### src/rtl/mcycle_exec_ctrl.sv
// Execute-stage controller for NUNITS multi-cycle units: issues one op at a time, stalls
// the pipeline until the unit answers, registers the result and drains or aborts hung ops.
module mcycle_exec_ctrl #(
  parameter int XLEN    = 32,
  parameter int NUNITS  = 3,
  parameter int TIMEOUT = 64,
  parameter int UW      = $clog2(NUNITS > 1 ? NUNITS : 2)
) (
  input  logic                     clk,
  input  logic                     rst,
  input  logic                     issue_valid,
  input  logic [UW-1:0]            issue_unit,
  input  logic [4:0]               issue_waddr,
  input  logic                     issue_fp,
  input  logic                     kill,
  input  logic                     hold,
  output logic [NUNITS-1:0]        unit_enable,
  input  logic [NUNITS-1:0]        unit_ready,
  input  logic [NUNITS*XLEN-1:0]   unit_result,
  output logic                     stall,
  output logic                     busy,
  output logic                     wb_valid,
  output logic                     wb_fp,
  output logic [4:0]               wb_waddr,
  output logic [XLEN-1:0]          wb_wdata,
  output logic                     wb_error
);

  localparam int CW = $clog2(TIMEOUT > 2 ? TIMEOUT : 2);
  localparam logic [UW:0] NU_L = (UW+1)'(NUNITS);
  localparam logic [CW-1:0] CNT_LAST = CW'(TIMEOUT - 1);

  typedef enum logic [1:0] {
    S_IDLE  = 2'd0,
    S_BUSY  = 2'd1,
    S_DONE  = 2'd2,
    S_DRAIN = 2'd3
  } state_t;

  state_t            r_state;
  state_t            w_state_nxt;
  logic [UW-1:0]     r_unit;
  logic [4:0]        r_waddr;
  logic              r_fp;
  logic [CW-1:0]     r_cnt;
  logic              r_wb_valid;
  logic              r_wb_error;
  logic [XLEN-1:0]   r_wb_wdata;
  logic              w_accept;
  logic              w_legal;
  logic              w_rdy;
  logic              w_timeout;
  logic [XLEN-1:0]   w_res;
  logic              w_wb_err_nxt;
  logic [XLEN-1:0]   w_wb_data_nxt;

  // rst gates the combinational outputs so they drop to zero as soon as reset asserts
  assign w_accept  = rst & issue_valid & ~kill & ~hold &
                     ((r_state == S_IDLE) | (r_state == S_DONE));
  assign w_legal   = ({1'b0, issue_unit} < NU_L);
  assign w_timeout = (TIMEOUT != 0) && (r_cnt == CNT_LAST);

  assign unit_enable = (w_accept && w_legal) ? (NUNITS'(1) << issue_unit) : '0;
  assign busy        = (r_state != S_IDLE);
  assign wb_valid    = r_wb_valid;
  assign wb_error    = r_wb_error;
  assign wb_wdata    = r_wb_wdata;
  assign wb_waddr    = r_waddr;
  assign wb_fp       = r_fp;

  // Select ready/result of the unit owning the outstanding op
  always_comb begin
    w_rdy = 1'b0;
    w_res = '0;
    for (int i = 0; i < NUNITS; i++) begin
      w_rdy = (r_unit == UW'(i)) ? unit_ready[i] : w_rdy;
      w_res = (r_unit == UW'(i)) ? unit_result[i*XLEN +: XLEN] : w_res;
    end
  end

  // Stall request to the pipeline
  always_comb begin
    stall = 1'b0;
    case (r_state)
      S_IDLE:  stall = w_accept;
      S_DONE:  stall = w_accept;
      S_BUSY:  stall = rst;
      S_DRAIN: stall = rst & issue_valid;
      default: stall = 1'b0;
    endcase
  end

  // Next state and next writeback payload
  always_comb begin
    w_state_nxt   = r_state;
    w_wb_err_nxt  = r_wb_error;
    w_wb_data_nxt = r_wb_wdata;
    case (r_state)
      S_IDLE, S_DONE: begin
        if ((r_state == S_DONE) && kill) begin
          w_state_nxt = S_IDLE;
        end else if (w_accept) begin
          if (w_legal) begin
            w_state_nxt = S_BUSY;
          end else begin
            w_state_nxt   = S_DONE;
            w_wb_err_nxt  = 1'b1;
            w_wb_data_nxt = '0;
          end
        end else if ((r_state == S_DONE) && !hold) begin
          w_state_nxt = S_IDLE;
        end else begin
          w_state_nxt = r_state;
        end
      end
      S_BUSY: begin
        if (kill) begin
          w_state_nxt = w_rdy ? S_IDLE : S_DRAIN;
        end else if (w_rdy) begin
          w_state_nxt   = S_DONE;
          w_wb_err_nxt  = 1'b0;
          w_wb_data_nxt = w_res;
        end else if (w_timeout) begin
          w_state_nxt   = S_DONE;
          w_wb_err_nxt  = 1'b1;
          w_wb_data_nxt = '0;
        end else begin
          w_state_nxt = S_BUSY;
        end
      end
      S_DRAIN: begin
        if (w_rdy || w_timeout) begin
          w_state_nxt = S_IDLE;
        end else begin
          w_state_nxt = S_DRAIN;
        end
      end
      default: w_state_nxt = S_IDLE;
    endcase
  end

  // State, captured op fields, watchdog counter and writeback registers
  always_ff @(posedge clk or negedge rst) begin
    if (!rst) begin
      r_state    <= S_IDLE;
      r_unit     <= '0;
      r_waddr    <= 5'd0;
      r_fp       <= 1'b0;
      r_cnt      <= '0;
      r_wb_valid <= 1'b0;
      r_wb_error <= 1'b0;
      r_wb_wdata <= '0;
    end else begin
      r_state    <= w_state_nxt;
      r_wb_valid <= (w_state_nxt == S_DONE);
      r_wb_error <= (w_state_nxt == S_DONE) & w_wb_err_nxt;
      r_wb_wdata <= w_wb_data_nxt;
      if (w_accept) begin
        r_unit  <= issue_unit;
        r_waddr <= issue_waddr;
        r_fp    <= issue_fp;
        r_cnt   <= '0;
      end else if (((r_state == S_BUSY) || (r_state == S_DRAIN)) && (r_cnt != CNT_LAST)) begin
        r_cnt <= r_cnt + CW'(1);
      end else begin
        r_cnt <= r_cnt;
      end
    end
  end

endmodule

### config.mk
export PLATFORM = sky130hd
export DESIGN_NAME = mcycle_exec_ctrl
export DESIGN_NICKNAME = d
export VERILOG_FILES = /design/src/rtl/mcycle_exec_ctrl.sv
export SDC_FILE = /design/constraint.sdc
export NUM_CORES = 1
export LEC_CHECK = 0
export CORE_MARGIN = 2
export CORE_UTILIZATION = 41
export CTS_CLUSTER_SIZE = 30
export DETAILED_ROUTE_END_ITERATION = 10
export PLACE_DENSITY_LB_ADDON = 0.25
export SYNTH_ARGS = -nofsm -noshare
export SYNTH_HDL_FRONTEND = slang
export SYNTH_SLANG_ARGS = --single-unit
### constraint.sdc
create_clock -name clk -period 2.5 [get_ports clk]
set_input_delay 0.5 -clock clk [delete_from_list [all_inputs] [get_ports clk]]
set_output_delay 0.5 -clock clk [all_outputs]
set_load 0.02 [all_outputs]
# After elaboration in Yosys (flattened, before gate mapping)
# Index checks and enable logic that the tools add are counted.
# classes
n_addsub	1
magnitude_cmp	1
eq_ne	13
shifts	1
mux	34
bitwise	8
n_reduce_logical	14
# ops
cell	n
$mux 32	9
$pmux 32 s2	1
$mux 2	9
$mux 6	2
$mux 1	9
$eq 2x2->1 const B	4
$add 6x1->6 const B	1
$eq 6x6->1 const B	1
$ne 2x2->1 const B	3
$ne 6x6->1 const B	1
$pmux 2 s3	1
$reduce_and 6->1	1
$reduce_bool 2->1	3
$and 1x1->1	5
$eq 2x1->1 const B	2
$logic_and 1x1->1	4
$logic_not 2->1	2
$mux 3	1
$ne 3x3->1 const B	1
$pmux 1 s3	1
$shl 1x2->3 const A	1
$logic_or 1x1->1	2
$lt 2x2->1 const B	1
$ne 2x1->1 const B	1
5 further kinds	6
# word_totals
register_bits	50
word_cells	80

# Depth between registers and ports, before layout
# logic_depth
depth_word	9
ltp_mapped	8
mapped_depth_nobuf	6

# Least setup slack after synthesis
# Ideal clock, no wire load.
# synth_path
path_type	input port to output port
from	in kill
to	out unit_enable[0]
t_arrival_ns	1.706
t_required_ns	2.000
path_slack_ns	0.294
cell_stages	3
path_buffers	1
path_cell_list	or4_4 clkbuf_1 nor3_1
# synth_via
elab_chain_cells	6
# synth_lines
element	line_no	text
from (decl)	15	input logic kill,
$not 1->1	58	assign w_accept = rst & issue_valid & ~kill & ~hold &
$and 1x1->1 (3 in series)	58	
$logic_and 1x1->1	63	assign unit_enable = (w_accept && w_legal) ? (NUNITS'(1) << issue_unit) : '0;
$mux 3	63	
to (decl)	17	output logic [NUNITS-1:0] unit_enable,
# Every way passes these cells.

# Final worst setup path
# layout_path
from	in issue_valid
to	out unit_enable[1]
# layout_via
elab_chain_cells	6
# layout_lines
element	line_no	text
from (decl)	11	input logic issue_valid,
$and 1x1->1 (4 in series)	58	
$logic_and 1x1->1	63	
$mux 3	63	
# Every way passes these cells.

==> impl_metrics.json <==
{
  "ys.warnings.count": 0,
  "clk_latency_ns": 0.30,
  "ios": 157,
  "drive_above_1_share": 0.08371,
  "wirelength_um": 8354,
  "final_cells": 519,
  "p_leak_nw": 1.922,
  "crit_fanout": 5,
  "ys_seq_elements": 50,
  "synth_area_per_cell_sq_um": 9.492,
  "layout_common_cells": "clkdlybuf4s50_1, nand2_1, dfrtp_1",
  "grt_util_all_layers": 0.2293,
  "cts_root_buffer": "clkbuf_8",
  "ys_types": 34,
  "arrival_ns": 1.90,
  "antenna_left": 0,
  "drtIter0Drc": 93,
  "fp.dieArea_sq_mm": 0.007263,
  "finalSetupViolations": 0,
  "relSlewSlack": 0.4813,
  "maxCapViolCount": 0,
  "fin_crit_sh": 0.9606,
  "end_kind": "output port",
  "vias": 2717,
  "vdd_drop_max_uv": 551.6,
  "outcome": "complete, no violations",
  "grt_busiest_layer": "met2",
  "finClkSkew_ns": 0.005248,
  "fmax_mhz": 416.4,
  "cp-start-kind": "primary input",
  "firstDrtPassIters": 6,
  "min_period_ns": 2.402,
  "layout_commonest_cell": "clkdlybuf4s50_1",
  "hold_viol_final": 0,
  "initial_utilization": 0.4260,
  "grt_use_met2": 0.3878,
  "final_util": 0.7056,
  "via_per_inst": 5.235,
  "syn-num-nets": 398,
  "place_inst": 512,
  "power.density_mw_per_mm2": 814.4,
  "finalPower_mw": 3.649,
  "nNetsFinal": 555,
  "hold_class": "primary input to asynchronous set/reset pin",
  "core_area_sq_mm": 0.006350,
  "tightestPinTransition_ns": 0.7745,
  "grt_use_met3": 0.06907,
  "ys_seq_area_frac": 0.4625,
  "antenna_found_initial": 0,
  "netlist_instances": 285,
  "grt_pass1_wl_um": 13340,
  "rsz0062_at_grt": "no",
  "worst-setup-path-type": "primary input to output port",
  "synth_area_sq_mm": 0.002705,
  "cts_buffers": 5,
  "drc": 0,
  "clkSlewWorstSetupHoldPaths_ns": 0.08,
  "cts_tree": "built",
  "async_flop_share": 1.000,
  "grt_pass1_vias": 2729,
  "place_congestion": 0.7503,
  "die_h_um": 85.23,
  "finalSetupTns_ns": 0,
  "die_w_um": 85.23,
  "final-max-slew-violation-count": 0,
  "grt_overflow": 0,
  "diodes": 0,
  "wire_per_inst_um": 16.10,
  "synthFlopType": "dfrtp_1",
  "cp_data_required_time_ns": 2.00,
  "synth_edf_count": 0,
  "numPortBuffers": 156,
  "area_growth_pct": 65.63,
  "met1_usage": 0.2903,
  "holdWs_ns": 0.3241,
  "cts_max_level": 2,
  "hold_buffers": 0,
  "clockBufferDepth": 2,
  "row_count": 29,
  "post-dp-hpwl_um": 6314,
  "cts_num_sinks": 50,
  "grt_max_degree": 52
}
area by class of cell:
class / instances / area [sq um]
Clock inverter: 1 / 30.03
Multi-Input combinational cell: 211 / 1330
Clock buffer: 6 / 82.58
Sequential cell: 50 / 1252
Timing Repair Buffer: 172 / 1682
Tap cell: 77 / 96.34
Inverter: 2 / 7.507
Fill cell: 511 / 1869
Yosys cell counts (3+ instances only):
master	n	area (sq um)
a21oi_1	3	15.01
a22o_1	32	280.3
buf_2	10	50.05
buf_6	3	33.78
clkbuf_1	8	30.03
dfrtp_1	50	1251
mux2i_1	33	330.3
nand2_1	65	244.0
nand3_1	5	25.02
nor2_1	10	37.54
nor3_1	4	20.02
o21ai_0	33	165.2
report_power, final:
group	total, mW	leakage (nW)	switching [mW]	internal (mW)
Combinational	1.79	1.21	0.842	0.944
Clock	0.582	0.0573	0.261	0.320
Sequential	1.28	0.658	0.180	1.10
Total	3.65	1.92	1.28	2.37
what timing repair did:
| item | 4_1_cts | 5_1_grt |
|---|---|---|
| setup endpoints to repair | 4 | 2 |
| resized for setup | 17 | 2 |
| setup buffers | 0 | 0 |
registers in the layout, summed over array words and instances (netlist names):
signal	cells
wb_error	1
r_cnt	6
wb_waddr	5
wb_fp	1
r_unit	2
wb_wdata	32
wb_valid	1
r_state	2
routing by layer:
layer,routed length [um],part of all wire
met5,0,0
met4,87,0.010
met3,714,0.085
met2,4079,0.49
met1,3473,0.42
through the flow:
step	setup WS [ns]	cell area (sq um)
6_report	0.09849	4481
5_1_grt	0.02729	4481
4_1_cts	0.01976	4493
3_5_place_dp	-0.3511	4388
3_3_place_gp	-0.3408	4388
2_1_floorplan	0.2939	2705
final timing paths:
check | start | endpoint | slack (ns) | depth (start not counted)
max | issue_valid | unit_enable[1] | 0.1 | 5
min | rst | wb_fp$_DFFE_PN0N_ | 0.32 | 2
max reg2reg | r_state[0]$_DFF_PN0_ | wb_wdata[17]$_DFFE_PN0P_ | 0.51 | 7
min reg2reg | wb_waddr[4]$_DFFE_PN0N_ | wb_waddr[4]$_DFFE_PN0N_ | 0.49 | 2
max in group asynchronous | rst | r_unit[1]$_DFFE_PN0N_ | 1.71 | 2
min in group clk | wb_waddr[4]$_DFFE_PN0N_ | wb_waddr[4]$_DFFE_PN0N_ | 0.49 | 2
critical path, cell delays in order:
cell and delay [ns]:
clkdlybuf4s50_1 0.48, nand2_1 0.07, or4_4 0.45, nor3b_1 0.20, buf_2 0.19
kinds of logic (layout without fill, tap and decap cells):
group	count (synthesis)	in the layout	share of synthesized area
and+or+nand+nor	96	96	0.1540
buffers and inverters	24	181	0.04764
adders and majority gates	1	1	0.004625
muxes	34	34	0.1263
DFF	50	50	0.4625
xor gates and xnor gates	4	4	0.01295
AOI/OAI and AO/OA	76	76	0.1919
No activity file was read; power rests on OpenSTA's default activity.
